==> src/rtl/mips_mem_arbiter_pkg.sv <==
// Shared definitions for the IF/DM unified-memory arbiter: state and owner
// encodings, default bus widths and the arbitration decision.
package mips_mem_arb_pkg;

  localparam int DEF_ADDR_W       = 32;
  localparam int DEF_DATA_W       = 32;
  localparam int DEF_STARVE_LIMIT = 4;
  localparam int STARVE_CNT_W     = 4;

  typedef enum logic {
    IDLE   = 1'b0,
    ACCESS = 1'b1
  } arb_state_e;

  typedef enum logic {
    OWN_IF = 1'b0,
    OWN_DM = 1'b1
  } arb_owner_e;

  // DM wins whenever it asks, unless the starvation guard forces IF through.
  function automatic arb_owner_e pick_winner(input logic dm_req, input logic force_if);
    return (dm_req && !force_if) ? OWN_DM : OWN_IF;
  endfunction

endpackage

==> src/rtl/mips_mem_arbiter_if.sv <==
// Bundle of the IF requester, DM requester and memory-side signals.
// slave  : seen from the arbiter.
// master : seen from the core and memory model driving the arbiter.
interface mips_mem_arbiter_if
  import mips_mem_arb_pkg::*;
#(
  parameter int ADDR_W = DEF_ADDR_W,
  parameter int DATA_W = DEF_DATA_W
);

  logic              if_req;
  logic [ADDR_W-1:0] if_addr;
  logic              if_gnt;
  logic              if_rvalid;
  logic [DATA_W-1:0] if_rdata;

  logic              dm_req;
  logic              dm_we;
  logic [ADDR_W-1:0] dm_addr;
  logic [DATA_W-1:0] dm_wdata;
  logic              dm_gnt;
  logic              dm_rvalid;
  logic [DATA_W-1:0] dm_rdata;

  logic              mem_en;
  logic              mem_we;
  logic [ADDR_W-1:0] mem_addr;
  logic [DATA_W-1:0] mem_wdata;
  logic [DATA_W-1:0] mem_rdata;
  logic              mem_ready;

  logic              busy;

  modport slave (
    input  if_req, if_addr,
    output if_gnt, if_rvalid, if_rdata,
    input  dm_req, dm_we, dm_addr, dm_wdata,
    output dm_gnt, dm_rvalid, dm_rdata,
    output mem_en, mem_we, mem_addr, mem_wdata,
    input  mem_rdata, mem_ready,
    output busy
  );

  modport master (
    output if_req, if_addr,
    input  if_gnt, if_rvalid, if_rdata,
    output dm_req, dm_we, dm_addr, dm_wdata,
    input  dm_gnt, dm_rvalid, dm_rdata,
    input  mem_en, mem_we, mem_addr, mem_wdata,
    output mem_rdata, mem_ready,
    input  busy
  );

endinterface

==> src/rtl/mips_mem_arbiter_starve_ctr.sv <==
// IF starvation counter: counts DM grants won while IF was also waiting,
// clears when IF is granted, saturates at 15 and raises force_if_o once the
// count reaches STARVE_LIMIT with both requesters asking.
module mips_arb_starve_ctr
  import mips_mem_arb_pkg::*;
#(
  parameter int STARVE_LIMIT = DEF_STARVE_LIMIT
) (
  input  logic clock,
  input  logic reset,
  input  logic grant_if_i,
  input  logic grant_dm_i,
  input  logic if_req_i,
  input  logic dm_req_i,
  output logic force_if_o
);

  localparam logic [STARVE_CNT_W-1:0] LIMIT   = STARVE_LIMIT[STARVE_CNT_W-1:0];
  localparam logic [STARVE_CNT_W-1:0] CNT_MAX = {STARVE_CNT_W{1'b1}};

  logic [STARVE_CNT_W-1:0] cnt_q;
  logic [STARVE_CNT_W-1:0] cnt_d;

  // Next count: IF grant clears, DM grant over a waiting IF counts up to saturation.
  always_comb begin
    cnt_d = cnt_q;
    if (grant_if_i) begin
      cnt_d = '0;
    end else if (grant_dm_i && if_req_i && (cnt_q != CNT_MAX)) begin
      cnt_d = cnt_q + 1'b1;
    end
  end

  // Counter register.
  always_ff @(posedge clock or negedge reset) begin
    if (!reset) begin
      cnt_q <= '0;
    end else begin
      cnt_q <= cnt_d;
    end
  end

  assign force_if_o = (cnt_q == LIMIT) && if_req_i && dm_req_i;

endmodule

==> src/rtl/mips_mem_arbiter.sv <==
// Arbiter sharing one single-ported memory between the instruction-fetch
// port (IF) and the load/store port (DM). DM has fixed priority; one access
// is in flight at a time and the memory command is held until mem_ready.
// Optional IF starvation guard: define MIPS_MEM_ARB_STARVE_GUARD_EN.
module mips_mem_arbiter
  import mips_mem_arb_pkg::*;
#(
  parameter int ADDR_W       = DEF_ADDR_W,
  parameter int DATA_W       = DEF_DATA_W,
  parameter int STARVE_LIMIT = DEF_STARVE_LIMIT
) (
  input  logic              clock,
  input  logic              reset,
  mips_mem_arbiter_if.slave bus
);

  if ((STARVE_LIMIT < 1) || (STARVE_LIMIT > 15)) begin : g_bad_limit
    $error("STARVE_LIMIT must lie in 1..15");
  end

  arb_state_e        state_q,     state_d;
  arb_owner_e        owner_q,     owner_d;
  logic              if_gnt_q,    if_gnt_d;
  logic              dm_gnt_q,    dm_gnt_d;
  logic              if_rvalid_q, if_rvalid_d;
  logic              dm_rvalid_q, dm_rvalid_d;
  logic [DATA_W-1:0] if_rdata_q,  if_rdata_d;
  logic [DATA_W-1:0] dm_rdata_q,  dm_rdata_d;
  logic              mem_en_q,    mem_en_d;
  logic              mem_we_q,    mem_we_d;
  logic [ADDR_W-1:0] mem_addr_q,  mem_addr_d;
  logic [DATA_W-1:0] mem_wdata_q, mem_wdata_d;
  logic              busy_q,      busy_d;

  logic       any_req;
  logic       force_if;
  arb_owner_e winner;

  assign any_req = bus.if_req || bus.dm_req;
  assign winner  = pick_winner(bus.dm_req, force_if);

`ifdef MIPS_MEM_ARB_STARVE_GUARD_EN
  logic grant_if;
  logic grant_dm;

  assign grant_if = (state_q == IDLE) && any_req && (winner == OWN_IF);
  assign grant_dm = (state_q == IDLE) && any_req && (winner == OWN_DM);

  mips_arb_starve_ctr #(
    .STARVE_LIMIT (STARVE_LIMIT)
  ) u_starve_ctr (
    .clock      (clock),
    .reset      (reset),
    .grant_if_i (grant_if),
    .grant_dm_i (grant_dm),
    .if_req_i   (bus.if_req),
    .dm_req_i   (bus.dm_req),
    .force_if_o (force_if)
  );
`else
  assign force_if = 1'b0;
`endif

  // Next-state and registered-output logic: arbitrate in IDLE, wait for mem_ready in ACCESS.
  always_comb begin
    state_d     = state_q;
    owner_d     = owner_q;
    if_gnt_d    = 1'b0;
    dm_gnt_d    = 1'b0;
    if_rvalid_d = 1'b0;
    dm_rvalid_d = 1'b0;
    if_rdata_d  = if_rdata_q;
    dm_rdata_d  = dm_rdata_q;
    mem_en_d    = mem_en_q;
    mem_we_d    = mem_we_q;
    mem_addr_d  = mem_addr_q;
    mem_wdata_d = mem_wdata_q;
    busy_d      = busy_q;

    case (state_q)
      IDLE: begin
        if (any_req) begin
          state_d  = ACCESS;
          owner_d  = winner;
          mem_en_d = 1'b1;
          busy_d   = 1'b1;
          if (winner == OWN_DM) begin
            dm_gnt_d    = 1'b1;
            mem_we_d    = bus.dm_we;
            mem_addr_d  = bus.dm_addr;
            mem_wdata_d = bus.dm_wdata;
          end else begin
            if_gnt_d    = 1'b1;
            mem_we_d    = 1'b0;
            mem_addr_d  = bus.if_addr;
            mem_wdata_d = '0;
          end
        end
      end
      ACCESS: begin
        if (bus.mem_ready) begin
          if (owner_q == OWN_DM) begin
            dm_rvalid_d = 1'b1;
            // A store completion returns zero rather than whatever the bus carries.
            dm_rdata_d  = mem_we_q ? '0 : bus.mem_rdata;
          end else begin
            if_rvalid_d = 1'b1;
            if_rdata_d  = bus.mem_rdata;
          end
          state_d  = IDLE;
          mem_en_d = 1'b0;
          mem_we_d = 1'b0;
          busy_d   = 1'b0;
        end
      end
      default: begin
        state_d = IDLE;
      end
    endcase
  end

  // State and output registers; reset abandons any access in flight.
  always_ff @(posedge clock or negedge reset) begin
    if (!reset) begin
      state_q     <= IDLE;
      owner_q     <= OWN_IF;
      if_gnt_q    <= 1'b0;
      dm_gnt_q    <= 1'b0;
      if_rvalid_q <= 1'b0;
      dm_rvalid_q <= 1'b0;
      if_rdata_q  <= '0;
      dm_rdata_q  <= '0;
      mem_en_q    <= 1'b0;
      mem_we_q    <= 1'b0;
      mem_addr_q  <= '0;
      mem_wdata_q <= '0;
      busy_q      <= 1'b0;
    end else begin
      state_q     <= state_d;
      owner_q     <= owner_d;
      if_gnt_q    <= if_gnt_d;
      dm_gnt_q    <= dm_gnt_d;
      if_rvalid_q <= if_rvalid_d;
      dm_rvalid_q <= dm_rvalid_d;
      if_rdata_q  <= if_rdata_d;
      dm_rdata_q  <= dm_rdata_d;
      mem_en_q    <= mem_en_d;
      mem_we_q    <= mem_we_d;
      mem_addr_q  <= mem_addr_d;
      mem_wdata_q <= mem_wdata_d;
      busy_q      <= busy_d;
    end
  end

  assign bus.if_gnt    = if_gnt_q;
  assign bus.dm_gnt    = dm_gnt_q;
  assign bus.if_rvalid = if_rvalid_q;
  assign bus.dm_rvalid = dm_rvalid_q;
  assign bus.if_rdata  = if_rdata_q;
  assign bus.dm_rdata  = dm_rdata_q;
  assign bus.mem_en    = mem_en_q;
  assign bus.mem_we    = mem_we_q;
  assign bus.mem_addr  = mem_addr_q;
  assign bus.mem_wdata = mem_wdata_q;
  assign bus.busy      = busy_q;

endmodule
==> src/flat_wrapper.sv <==
// flat-port wrapper written by rule: the top's interface ports become plain ports
module mips_mem_arbiter_flat import mips_mem_arb_pkg::*;
#(
  parameter int ADDR_W       = DEF_ADDR_W,
  parameter int DATA_W       = DEF_DATA_W,
  parameter int STARVE_LIMIT = DEF_STARVE_LIMIT
)
  (clock, reset, bus_if_req, bus_if_addr, bus_if_gnt, bus_if_rvalid, bus_if_rdata, bus_dm_req, bus_dm_we, bus_dm_addr, bus_dm_wdata, bus_dm_gnt, bus_dm_rvalid, bus_dm_rdata, bus_mem_en, bus_mem_we, bus_mem_addr, bus_mem_wdata, bus_mem_rdata, bus_mem_ready, bus_busy);
  mips_mem_arbiter_if #(.ADDR_W(ADDR_W), .DATA_W(DATA_W)) bus_i ();
  input  logic clock;
  input  logic reset;
  input wire logic [$bits(bus_i.if_req)-1:0] bus_if_req;
  input wire logic [$bits(bus_i.if_addr)-1:0] bus_if_addr;
  output wire logic [$bits(bus_i.if_gnt)-1:0] bus_if_gnt;
  output wire logic [$bits(bus_i.if_rvalid)-1:0] bus_if_rvalid;
  output wire logic [$bits(bus_i.if_rdata)-1:0] bus_if_rdata;
  input wire logic [$bits(bus_i.dm_req)-1:0] bus_dm_req;
  input wire logic [$bits(bus_i.dm_we)-1:0] bus_dm_we;
  input wire logic [$bits(bus_i.dm_addr)-1:0] bus_dm_addr;
  input wire logic [$bits(bus_i.dm_wdata)-1:0] bus_dm_wdata;
  output wire logic [$bits(bus_i.dm_gnt)-1:0] bus_dm_gnt;
  output wire logic [$bits(bus_i.dm_rvalid)-1:0] bus_dm_rvalid;
  output wire logic [$bits(bus_i.dm_rdata)-1:0] bus_dm_rdata;
  output wire logic [$bits(bus_i.mem_en)-1:0] bus_mem_en;
  output wire logic [$bits(bus_i.mem_we)-1:0] bus_mem_we;
  output wire logic [$bits(bus_i.mem_addr)-1:0] bus_mem_addr;
  output wire logic [$bits(bus_i.mem_wdata)-1:0] bus_mem_wdata;
  input wire logic [$bits(bus_i.mem_rdata)-1:0] bus_mem_rdata;
  input wire logic [$bits(bus_i.mem_ready)-1:0] bus_mem_ready;
  output wire logic [$bits(bus_i.busy)-1:0] bus_busy;
  assign bus_i.if_req = bus_if_req;
  assign bus_i.if_addr = bus_if_addr;
  assign bus_if_gnt = bus_i.if_gnt;
  assign bus_if_rvalid = bus_i.if_rvalid;
  assign bus_if_rdata = bus_i.if_rdata;
  assign bus_i.dm_req = bus_dm_req;
  assign bus_i.dm_we = bus_dm_we;
  assign bus_i.dm_addr = bus_dm_addr;
  assign bus_i.dm_wdata = bus_dm_wdata;
  assign bus_dm_gnt = bus_i.dm_gnt;
  assign bus_dm_rvalid = bus_i.dm_rvalid;
  assign bus_dm_rdata = bus_i.dm_rdata;
  assign bus_mem_en = bus_i.mem_en;
  assign bus_mem_we = bus_i.mem_we;
  assign bus_mem_addr = bus_i.mem_addr;
  assign bus_mem_wdata = bus_i.mem_wdata;
  assign bus_i.mem_rdata = bus_mem_rdata;
  assign bus_i.mem_ready = bus_mem_ready;
  assign bus_busy = bus_i.busy;
  mips_mem_arbiter #(.ADDR_W(ADDR_W), .DATA_W(DATA_W), .STARVE_LIMIT(STARVE_LIMIT)) u_core (.clock(clock), .reset(reset), .bus(bus_i));
endmodule
==> config.mk <==
export PLATFORM = sky130hd
export DESIGN_NAME = mips_mem_arbiter_flat
export DESIGN_NICKNAME = d
export VERILOG_FILES = /design/src/rtl/mips_mem_arbiter_pkg.sv /design/src/rtl/mips_mem_arbiter_if.sv /design/src/rtl/mips_mem_arbiter_starve_ctr.sv /design/src/rtl/mips_mem_arbiter.sv /design/src/flat_wrapper.sv
export SDC_FILE = /design/constraint.sdc
export NUM_CORES = 1
export LEC_CHECK = 0
export ABC_AREA = 1
export CORE_MARGIN = 8
export CORE_UTILIZATION = 35
export CTS_CLUSTER_DIAMETER = 60
export DETAILED_ROUTE_END_ITERATION = 10
export PLACE_DENSITY = 0.69
export SLEW_MARGIN = 20
export SYNTH_ARGS = -nofsm -noshare
export SYNTH_HDL_FRONTEND = slang
export SYNTH_SLANG_ARGS = --single-unit
export TNS_END_PERCENT = 50
==> constraint.sdc <==
create_clock -name clock -period 1.11 [get_ports clock]
set_input_delay 0.1665 -clock clock [delete_from_list [all_inputs] [get_ports clock]]
set_output_delay 0.1665 -clock clock [all_outputs]
set_load 0.03 [all_outputs]
== After elaboration in Yosys (flattened, before gate mapping) ==
Index checks and enable logic that the tools add are counted.

* Eq/ne operators: 2
* Mux-type cells: 25
* Bitwise gates (word level): 2
* Reductions and logical operators: 5

{| class="wikitable"
|+ Operators by type and width
! kind !! number
|-
| $mux W32 || 3
|-
| $mux W1 || 19
|-
| $pmux W1 S2 || 3
|-
| $reduce_and A3 Y1 || 2
|-
| $reduce_and A2 Y1 || 2
|-
| $ne A2 B1 Y1 const B || 1
|-
| $ne A2 B2 Y1 const B || 1
|-
| $not A1 Y1 || 2
|-
| $logic_or A1 B1 Y1 || 1
|}

* Bits in registers: 136
* Input port bits: 134
* Word-level logic and storage cells: 46

== Logic depth before layout (Yosys ltp) ==
Gate-level depths: netlist (run 1).

* Depth after elaboration: 4
* Mapped depth: 7
* Mapped depth without buffers: 6

== Worst setup path after synthesis (run 1) ==
OpenSTA, ideal clock, no wires.

* Path type: reg-to-reg
* Start point: register u_core.mem_we_q, in the netlist u_core.bus.mem_we
* End point: register u_core.dm_rdata_q[0], in the netlist u_core.bus.dm_rdata[0]
* Arrival: 1,072 ps
* Setup slack: -27 ps
* Stages on the path, launching flop included: 5
* Buffers on the path: 1
* Clock period less this slack: 1,137 ps
* Path through: dfrtp_1 > inv_1 > clkbuf_1 > nand3_1 > nand2_1

* Word-level cells in the longest chain between the ends: 1

{| class="wikitable"
|+ RTL lines
! item !! line !! source
|-
| start: declaration || mips_mem_arbiter.sv:30 || <nowiki>logic mem_we_q, mem_we_d;</nowiki>
|-
| start signal: assignment || mips_mem_arbiter.sv:148 || <nowiki>mem_we_q <= mem_we_d;</nowiki>
|-
| $mux W32 || mips_mem_arbiter.sv:105 || <nowiki>dm_rdata_d = mem_we_q ? '0 : bus.mem_rdata;</nowiki>
|-
| end signal: assignment || mips_mem_arbiter.sv:146 || <nowiki>dm_rdata_q <= dm_rdata_d;</nowiki>
|-
| end: declaration || mips_mem_arbiter.sv:28 || <nowiki>logic [DATA_W-1:0] dm_rdata_q, dm_rdata_d;</nowiki>
|}

No other way between the ends.
A chain may end at the register's enable or synchronous reset.

== Worst setup path in the final report (run 1) ==
* Start point: register u_core.state_q
* End point: register u_core.dm_rdata_q[1], in the netlist u_core.bus.dm_rdata[1]

* Word-level cells in the longest chain between the ends: 1

{| class="wikitable"
|+ RTL lines
! item !! line !! source
|-
| start: declaration || mips_mem_arbiter.sv:21 || <nowiki>arb_state_e state_q, state_d;</nowiki>
|-
| start signal: assignment || mips_mem_arbiter.sv:139 || <nowiki>state_q <= state_d;</nowiki>
|-
| $reduce_and A3 Y1 (no source line) || -- ||
|}

No other way between the ends.

==> results.py, run 1 <==
metrics = {
    "floorplanning": {
        "die_h_um": 142.0,
        "rows": 46,
        "die_w_um": 142.0,
        "core-area_sq_mm": 0.01571,
        "io_pins": 269,
        "die-area_sq_mm": 0.02018,
        "initial_utilization_pct": 35.39,
    },
    "timing": {
        "hold_violations": 0,
        "slew_viol_final": 0,
        "fin_crit_ps": 1194,
        "fin_crit_sh_pct": 107.6,
        "tightestPinTransition_ps": 255.2,
        "fmax_ghz": 0.8376,
        "skew_ps": 9.178,
        "fin_ws_ps": -83.91,
        "rsz0062_at_grt": "yes",
        "slew_headroom_pct": 82.96,
        "setup_viol": 207,
    },
    "logic_synthesis": {
        "synthTopCellsByArea": "dfrtp_1 61%, nand2_1 31%, nand3_1 3.0%, buf_2 1.9%, buf_6 0.81%",
        "syn_area_per_cell_sq_um": 8.238,
        "yosys.area.top_type": "dfrtp_1",
        "syn_inst": 675,
        "syn-num-nets": 809,
        "synth_area_sq_mm": 0.005560,
        "synth_seq_area_share_pct": 61.21,
        "synth_seq_cells": 136,
        "synth_top_area_share_pct": 61.21,
        "yosys_warnings": 0,
        "synth.distinct_cells": 15,
    },
    "route": {
        "drt-total-wl_mm": 19.98,
        "antenna_left": 0,
        "drtIter0Drc": 312,
        "wl_per_cell_um": 16.37,
        "drc": 0,
        "vias": 5473,
        "firstDrtPassIters": 4,
        "vias_per_cell": 4.482,
    },
    "placement": {
        "port_buffers": 268,
        "placed_cell_area_sq_mm": 0.008329,
        "place_ws_ps": -422.1,
        "gp_congestion": 0.8224,
        "place.detailed.hpwl_mm": 13.68,
    },
    "global_routing": {
        "grt_max_degree": 41,
        "grt_usage_pct": 18.76,
        "grt_pass1_wl_mm": 29.39,
        "overflow": 0,
        "antenna_found_initial": 0,
        "grt_pass1_vias": 5371,
    },
    "run_status": {
        "status": "complete, but fails checks",
        "failed_checks": "setup timing",
    },
    "final_layout": {
        "final_area_sq_mm": 0.01010,
        "layout-drive-gt1-share_pct": 26.17,
        "mostFrequentLayoutCells": "434 x nand2_1, 137 x buf_6, 136 x dfrtp_1",
        "area_growth_pct": 81.59,
        "nets": 1126,
        "fill_cells": 1330,
        "antennaDiodeCount": 0,
        "final_common_cell": "nand2_1",
    },
    "clock_tree": {
        "path_clk_slew_ps": 60,
        "clk_latency_ps": 410,
        "cts_sinks": 136,
        "cts_buffers": 17,
        "cts_buffer_depth": 2,
        "cts_root_buf": "clkbuf_16",
        "cts_tree": "built",
        "cts.htree.levels": 4,
    },
    "pwr": {
        "clkPwrFrac_pct": 20.0,
        "p_int_mw": 16.70,
        "power.switching_mw": 11.18,
        "pwr-share-seq_pct": 30.4,
        "powerDensity_mw_per_mm2": 2760,
        "vdd_drop_max_mv": 1.246,
        "pwr-share-comb_pct": 49.6,
        "power_mw": 27.87,
        "p_sw_share_pct": 40.10,
        "p_leak_nw": 5.301,
    },
    "critical_path": {
        "r2r_start": "u_core.state_q",
        "worst-path-max-fanout": 18,
        "ff2ff_setup_slack_ps": -80,
        "endpoint": "u_core.bus.dm_rdata[1]",
        "critPathCaptureType": "flop",
        "critical_path_class": "flop to flop",
        "r2r_end": "u_core.bus.dm_rdata[1]",
        "crit_path_start": "u_core.state_q",
        "cp.required_ps": 1460,
        "reg2regPathDepth": 6,
        "worst_ep_arrival_time_ps": 1540,
        "worst_setup_path_start_kind": "flop",
    },
    "run": {
        "drv_cap": 0,
    },
    "hold_path": {
        "hp-class": "primary input to async pin",
    },
}
==> power by group through the flow <==
stage	clock (mW)	combinational [mW]	sequential (mW)
after floorplan	0	2.41	11.9
after global placement	0	11.2	8.10
after detailed placement	0	11.3	8.09
after CTS	5.70	12.9	8.43
after global routing	5.92	14.6	8.68
final	5.57	13.8	8.48
==> timing repair <==
| action | CTS | global route |
|---|---|---|
| cloned | 1 | 11 |
| setup buffers | 13 | 17 |
| gates resized for setup | 141 | 46 |
| hold buffers | 1 | 0 |
| endpoints found under the setup margin | 232 | 261 |
| pin swaps | 0 | 9 |
| endpoints found under the hold margin | 136 | 0 |
==> cell families (layout without fill, tap and decap cells) <==
logic type | Yosys count | after routing | share of synthesized area [%]
and+or+nand+nor | 492 | 492 | 34.14
buffers and inverters | 44 | 374 | 4.320
DFF | 136 | 136 | 61.21
AOI/OAI and AO/OA | 3 | 3 | 0.3376
==> cells in the mapped netlist <==
| cell | count |
|---|---|
| nand3_1 | 33 |
| nor2_1 | 1 |
| clkbuf_1 | 6 |
| nand2_2 | 1 |
| buf_6 | 4 |
| o21ai_2 | 1 |
| o21ai_0 | 2 |
| buf_4 | 5 |
| buf_2 | 21 |
| inv_2 | 2 |
| nand2_1 | 456 |
| dfrtp_1 | 136 |
| nor2_4 | 1 |
| inv_1 | 5 |
| clkinv_1 | 1 |
==> layer usage <==
metal	part of all wire (%)	global-route usage (%)
met5	0	0
met4	1.1	5.201
met3	10	7.816
met2	48	30.20
met1	41	22.61
==> metrics by stage <==
| stage | hold slack (ps) | TNS (ps) | std cells | util, % |
|---|---|---|---|---|
| final | 210.6 | -6045 | 1221 | 64.26 |
| after global routing | 223.2 | -19070 | 1221 | 64.26 |
| after CTS | 161.7 | -5411 | 1194 | 60.89 |
| after detailed placement | 39.54 | -45020 | 1147 | 53.01 |
| after global placement | 41.26 | -40900 | 1147 | 53.01 |
| after floorplan | -129.1 | -807.1 | 675 | - |
==> area by class of cell <==
type	count	area, sq um	area share, %
Multi-Input combinational cell	495	2042	20.22
Timing Repair Buffer	334	3750	37.14
Inverter	8	41.29	0.4089
Sequential cell	136	3403	33.70
Tap cell	216	270.3	2.677
Clock buffer	21	470.5	4.659
Clock inverter	11	120.1	1.190
==> critical path, stage by stage, from the launching register on <==
cell     delay [ps]
dfrtp_1         370
nand2_2          70
buf_4           140
nor2_4          110
buf_4           240
nand3_1         110
nand2_1          80
==> how the worst min path moves through the flow <==
stage	slack [ps]	cells past startpoint	end	from
floorplan	-130	0	u_core.bus.busy	reset
global placement	40	1	u_core.bus.dm_rdata[14]	reset
detailed placement	40	1	u_core.bus.dm_rdata[14]	reset
CTS	160	2	u_core.bus.dm_rdata[14]	reset
global route	220	2	u_core.bus.dm_rdata[3]	reset
finish	210	2	u_core.bus.dm_rdata[3]	reset
==> registers in the layout, indices dropped and copies added, names as in the netlist <==
| name | flops |
|---|---|
| u_core.bus.if_rdata | 32 |
| u_core.state_q | 1 |
| u_core.bus.mem_addr | 32 |
| u_core.owner_q | 1 |
| u_core.bus.if_rvalid | 1 |
| u_core.bus.busy | 1 |
| u_core.bus.mem_we | 1 |
| u_core.bus.dm_gnt | 1 |
| u_core.bus.dm_rdata | 32 |
| u_core.bus.mem_wdata | 32 |
| u_core.bus.if_gnt | 1 |
| u_core.bus.dm_rvalid | 1 |
Power figures use the tool's default switching activity.
==> run 2, diff against run 1 <==
- CORE_MARGIN: 8 -> 3
==> run 2 against run 1 <==
  * The flow still finishes with violations (setup timing)
  * Clock skew is 2.0 ps lower
  * Via count up 0.62%
  * Largest cell class unchanged
  * Global-route usage rose by 1.6 points
  * Combinational power barely moved
  * Largest power group unchanged
==> results.py, run 2 (synthesis gave the netlist of run 1 again) <==
metrics = {
    "run_status": {
        "status": "complete, but fails checks",
        "failed_checks": "setup timing",
    },
    "clock_tree": {
        "cts_buffers": 17,
        "clk_latency_ps": 420,
        "cts.htree.levels": 4,
        "cts_sinks": 136,
        "cts_tree": "built",
        "cts_buffer_depth": 2,
        "path_clk_slew_ps": 60,
        "cts_root_buf": "clkbuf_16",
    },
    "timing": {
        "hold_violations": 0,
        "fmax_ghz": 0.8455,
        "fin_crit_sh_pct": 106.5,
        "fin_crit_ps": 1183,
        "skew_ps": 7.217,
        "tightestPinTransition_ps": 346.4,
        "slew_viol_final": 0,
        "whs_ps": 220.1,
        "fin_ws_ps": -72.67,
        "rsz0062_at_grt": "yes",
        "slew_headroom_pct": 76.82,
        "setup_viol": 187,
    },
    "global_routing": {
        "antenna_found_initial": 0,
        "grt_pass1_wl_mm": 28.31,
        "grt_usage_pct": 20.33,
        "grt_pass1_vias": 5343,
        "overflow": 0,
        "grt_max_degree": 44,
    },
    "floorplanning": {
        "io_pins": 269,
        "die-area_sq_mm": 0.01743,
        "initial_utilization_pct": 36.17,
        "rows": 45,
        "core-area_sq_mm": 0.01537,
        "die_w_um": 132.0,
        "die_h_um": 132.0,
    },
    "pwr": {
        "powerDensity_mw_per_mm2": 2817,
        "vdd_drop_max_mv": 1.233,
        "p_leak_nw": 5.265,
    },
    "final_layout": {
        "antennaDiodeCount": 0,
        "final_area_sq_mm": 0.009996,
        "fin_util_pct": 65.03,
        "final_common_cell": "nand2_1",
        "nets": 1128,
        "layout-drive-gt1-share_pct": 25.82,
        "mostFrequentLayoutCells": "442 x nand2_1, 141 x buf_6, 135 x dfrtp_1",
        "area_growth_pct": 79.77,
    },
    "route": {
        "firstDrtPassIters": 5,
        "wl_per_cell_um": 15.46,
        "drc": 0,
        "vias_per_cell": 4.521,
        "vias": 5507,
        "drt-total-wl_mm": 18.84,
        "drtIter0Drc": 254,
        "antenna_left": 0,
    },
    "critical_path": {
        "critical_path_class": "flop to output port",
        "worst-path-max-fanout": 2,
        "cp_cell_sequence": "buf_6",
        "critical_path_buf_inv_count": 1,
        "worst_ep_arrival_time_ps": 1020,
        "cp.required_ps": 940,
        "critPathCaptureType": "output port",
        "worst_setup_path_start_kind": "flop",
        "slowest_delay_ps": 450,
        "critPathTopFamily": "flip-flops",
        "slowest_stage": "dfrtp_2",
    },
    "placement": {
        "place.detailed.hpwl_mm": 12.07,
        "port_buffers": 268,
        "placed_cell_area_sq_mm": 0.008295,
        "gp_congestion": 0.7722,
    },
    "run": {
        "drv_cap": 0,
    },
    "hold_path": {
        "hp-class": "primary input to async pin",
    },
}
==> run 2: final cells by class <==
class,instances,area [sq um]
timing repair buffer,336,3637
tap,211,264.0
multi-input combinational,495,2009
clock buffer,18,439.2
fill,1279,5375
clock inverter,14,196.4
inverter,8,45.04
sequential,136,3405
==> run 2: what timing repair did <==
item	in CTS	in global routing
endpoints found under the hold margin	136	0
hold buffers	1	0
pin swaps	0	4
gates cloned	1	6
resized for setup	144	29
setup endpoints to repair	233	260
setup buffers	15	23
==> run 2: path summary, 6_finish.rpt <==
kind                                             to                     start  slack [ps]  cells past startpoint
setup / recovery                   bus_dm_rdata[18]   u_core.bus.dm_rdata[18]         -70                      1
hold reg to reg            u_core.bus.mem_wdata[26]  u_core.bus.mem_wdata[26]         490                      2
setup reg to reg           u_core.bus.mem_wdata[20]            u_core.state_q         -70                      6
min in group clock         u_core.bus.mem_wdata[10]          bus_dm_wdata[10]         290                      3
max in group asynchronous    u_core.bus.dm_rdata[5]                     reset         380                      3
hold / removal              u_core.bus.dm_rdata[30]                     reset         220                      2
==> run 2: power breakdown <==
group	internal [mW]	leakage, nW	switching (mW)
Combinational	6.20	3.26	7.43
Sequential	6.94	1.70	1.53
Clock	3.84	0.303	2.22
Total	17.0	5.26	11.2
==> run 2: metrics by stage <==
stage | TNS [ps] | cells | worst slack, ps | power, mW
after detailed placement | -42100 | 1140 | -383.1 | 19.25
after global routing | -17750 | 1218 | -148.8 | 29.50
final | -4944 | 1218 | -72.67 | 28.16
after CTS | -5752 | 1189 | -92.10 | 27.37
after global placement | -39200 | 1140 | -321.8 | 19.13
after floorplan | -807.1 | 675 | -26.90 | 14.28
==> run 2: layer usage <==
metal | global-route usage (%) | part of all wire [%] | up-vias
met5 | 0 | 0 | -
met4 | 5.951 | 1.3 | 0
met3 | 7.595 | 9.2 | 18
met2 | 33.58 | 49 | 223
met1 | 24.99 | 40 | 2576
li1 | - | - | 2690
==> run 3, diff against run 2 <==
- CTS_BUF_LIST: default -> sky130_fd_sc_hd__clkbuf_16
- HOLD_SLACK_MARGIN: default -> 0.12
==> run 3 against run 2 <==
  * The run still ends with setup timing left
  * Cell count decreased by 0.41%
  * Combinational power barely moved
  * Flip-flop and latch count is the same
  * Sequential share of layout area decreased by 0.060 points
  * Total power shrank 0.46%
  * Critical path type is now flop to flop
  * First-iteration DRC count shrank 6.3%
  * Hold slack better by 7.4 ps
  * Utilization grew 0.11 points
  * Setup slack got worse by 28 ps
  * Non-clock buffer count shrank 5
  * Fmax fell by 2.3%
  * Clock skew down 1.8 ps
==> results.py, run 3 (synthesis gave the netlist of run 1 again) <==
metrics = {
    "placement": {
        "port_buffers": 268,
        "placed_cell_area_sq_mm": 0.008295,
        "place.detailed.hpwl_mm": 12.07,
        "placedCellCount": 1140,
        "gp_congestion": 0.7722,
        "place_ws_ps": -383.1,
    },
    "timing": {
        "slew_viol_final": 0,
        "fin_setup_tns_ps": -6337,
        "slew_headroom_pct": 70.98,
        "tightestPinTransition_ps": 433.6,
        "rsz0062_at_grt": "yes",
        "whs_ps": 227.5,
        "fin_crit_ps": 1211,
        "skew_ps": 5.432,
        "fmax_ghz": 0.8258,
        "setup_viol": 197,
        "fin_crit_sh_pct": 109.1,
        "hold_violations": 0,
        "fin_ws_ps": -101.0,
    },
    "clock_tree": {
        "cts_root_buf": "clkbuf_16",
        "cts_sinks": 136,
        "cts_buffers": 17,
        "cts.htree.levels": 4,
        "clk_latency_ps": 410,
        "cts_tree": "built",
        "cts_buffer_depth": 2,
        "path_clk_slew_ps": 60,
    },
    "route": {
        "antenna_left": 0,
        "vias": 5516,
        "drtIter0Drc": 238,
        "drt-total-wl_mm": 19.32,
        "vias_per_cell": 4.547,
        "drc": 0,
        "wl_per_cell_um": 15.93,
        "firstDrtPassIters": 4,
    },
    "floorplanning": {
        "die_h_um": 132.0,
        "die_w_um": 132.0,
        "initial_utilization_pct": 36.17,
        "core-area_sq_mm": 0.01537,
        "rows": 45,
        "die-area_sq_mm": 0.01743,
        "io_pins": 269,
    },
    "run_status": {
        "status": "complete, but fails checks",
        "failed_checks": "setup timing",
    },
    "critical_path": {
        "critical_path_class": "flop to flop",
        "cp.required_ps": 1410,
        "ff2ff_setup_slack_ps": -100,
        "worst_ep_arrival_time_ps": 1510,
        "worst_setup_path_start_kind": "flop",
        "worst-path-max-fanout": 16,
        "critPathCaptureType": "flop",
    },
    "final_layout": {
        "final_area_sq_mm": 0.01001,
        "area_growth_pct": 80.09,
        "mostFrequentLayoutCells": "439 x nand2_1, 141 x buf_6, 135 x dfrtp_1",
        "fill_cells": 1271,
        "layout-drive-gt1-share_pct": 25.75,
        "antennaDiodeCount": 0,
        "nets": 1123,
        "final_common_cell": "nand2_1",
        "fin_cells": 1213,
    },
    "global_routing": {
        "grt_pass1_vias": 5305,
        "overflow": 0,
        "antenna_found_initial": 0,
        "grt_max_degree": 44,
        "grt_usage_pct": 20.25,
        "grt_pass1_wl_mm": 28.19,
    },
    "pwr": {
        "powerDensity_mw_per_mm2": 2799,
        "p_leak_nw": 5.260,
        "vdd_drop_max_mv": 1.222,
    },
    "run": {
        "drv_cap": 0,
    },
    "hold_path": {
        "hp-class": "primary input to flop",
    },
}
-- run 3: worst paths after layout --
path | from | to | cells after the start
max | u_core.state_q | u_core.bus.mem_wdata[29] | 6
min | bus_dm_req | u_core.bus.if_gnt | 4
max reg2reg | u_core.state_q | u_core.bus.mem_wdata[29] | 6
min reg2reg | u_core.bus.mem_wdata[26] | u_core.bus.mem_wdata[26] | 2
max in group asynchronous | reset | u_core.bus.dm_rdata[5] | 3
min in group asynchronous | reset | u_core.bus.dm_rdata[30] | 2
-- run 3: layout make-up --
type	count	area [sq um]	area share [%]
Clock buffer	17	425.4	4.248
Clock inverter	15	200.2	1.999
Inverter	8	50.05	0.4998
Multi-Input combinational cell	495	2017	20.14
Sequential cell	136	3405	34.00
Tap cell	211	264.0	2.636
Timing Repair Buffer	331	3652	36.47
-- run 3: where the power goes --
group          total, mW  switching (mW)  leakage [nW]  internal [mW]
logic               13.6            7.44          3.26           6.11
registers           8.48            1.54          1.70           6.94
clock network       5.99            2.22         0.298           3.77
-- run 3: through the flow --
step	total power, mW	utilization, %
global route	29.36	65.14
floorplan	14.28	-
finish	28.03	65.14
detailed placement	19.25	53.97
CTS	27.30	62.47
global placement	19.13	53.97
-- run 3: critical path, stage by stage (launching register included) --
cell and delay, ps:
dfrtp_1 390, buf_4 150, inv_6 70, o21ai_4 130, clkbuf_16 220, nand2_1 70
nand2_1 60
-- run 3: routing by layer --
| metal | routed length (um) | part of all wire (%) | track usage [%] |
|---|---|---|---|
| met3 | 1693 | 8.8 | 7.595 |
| met5 | 0 | 0 | 0 |
| met1 | 7814 | 40 | 24.92 |
| met2 | 9668 | 50 | 33.38 |
| met4 | 143 | 0.74 | 5.951 |
-- run 3: timing repair --
item / in CTS / in global routing
buffers inserted: 16 / 14
resized for setup: 143 / 36
setup endpoints to repair: 233 / 260
hold buffers: 1 / 0
pin swaps: 1 / 5
hold endpoints to repair: 136 / 0
gates cloned: 1 / 9
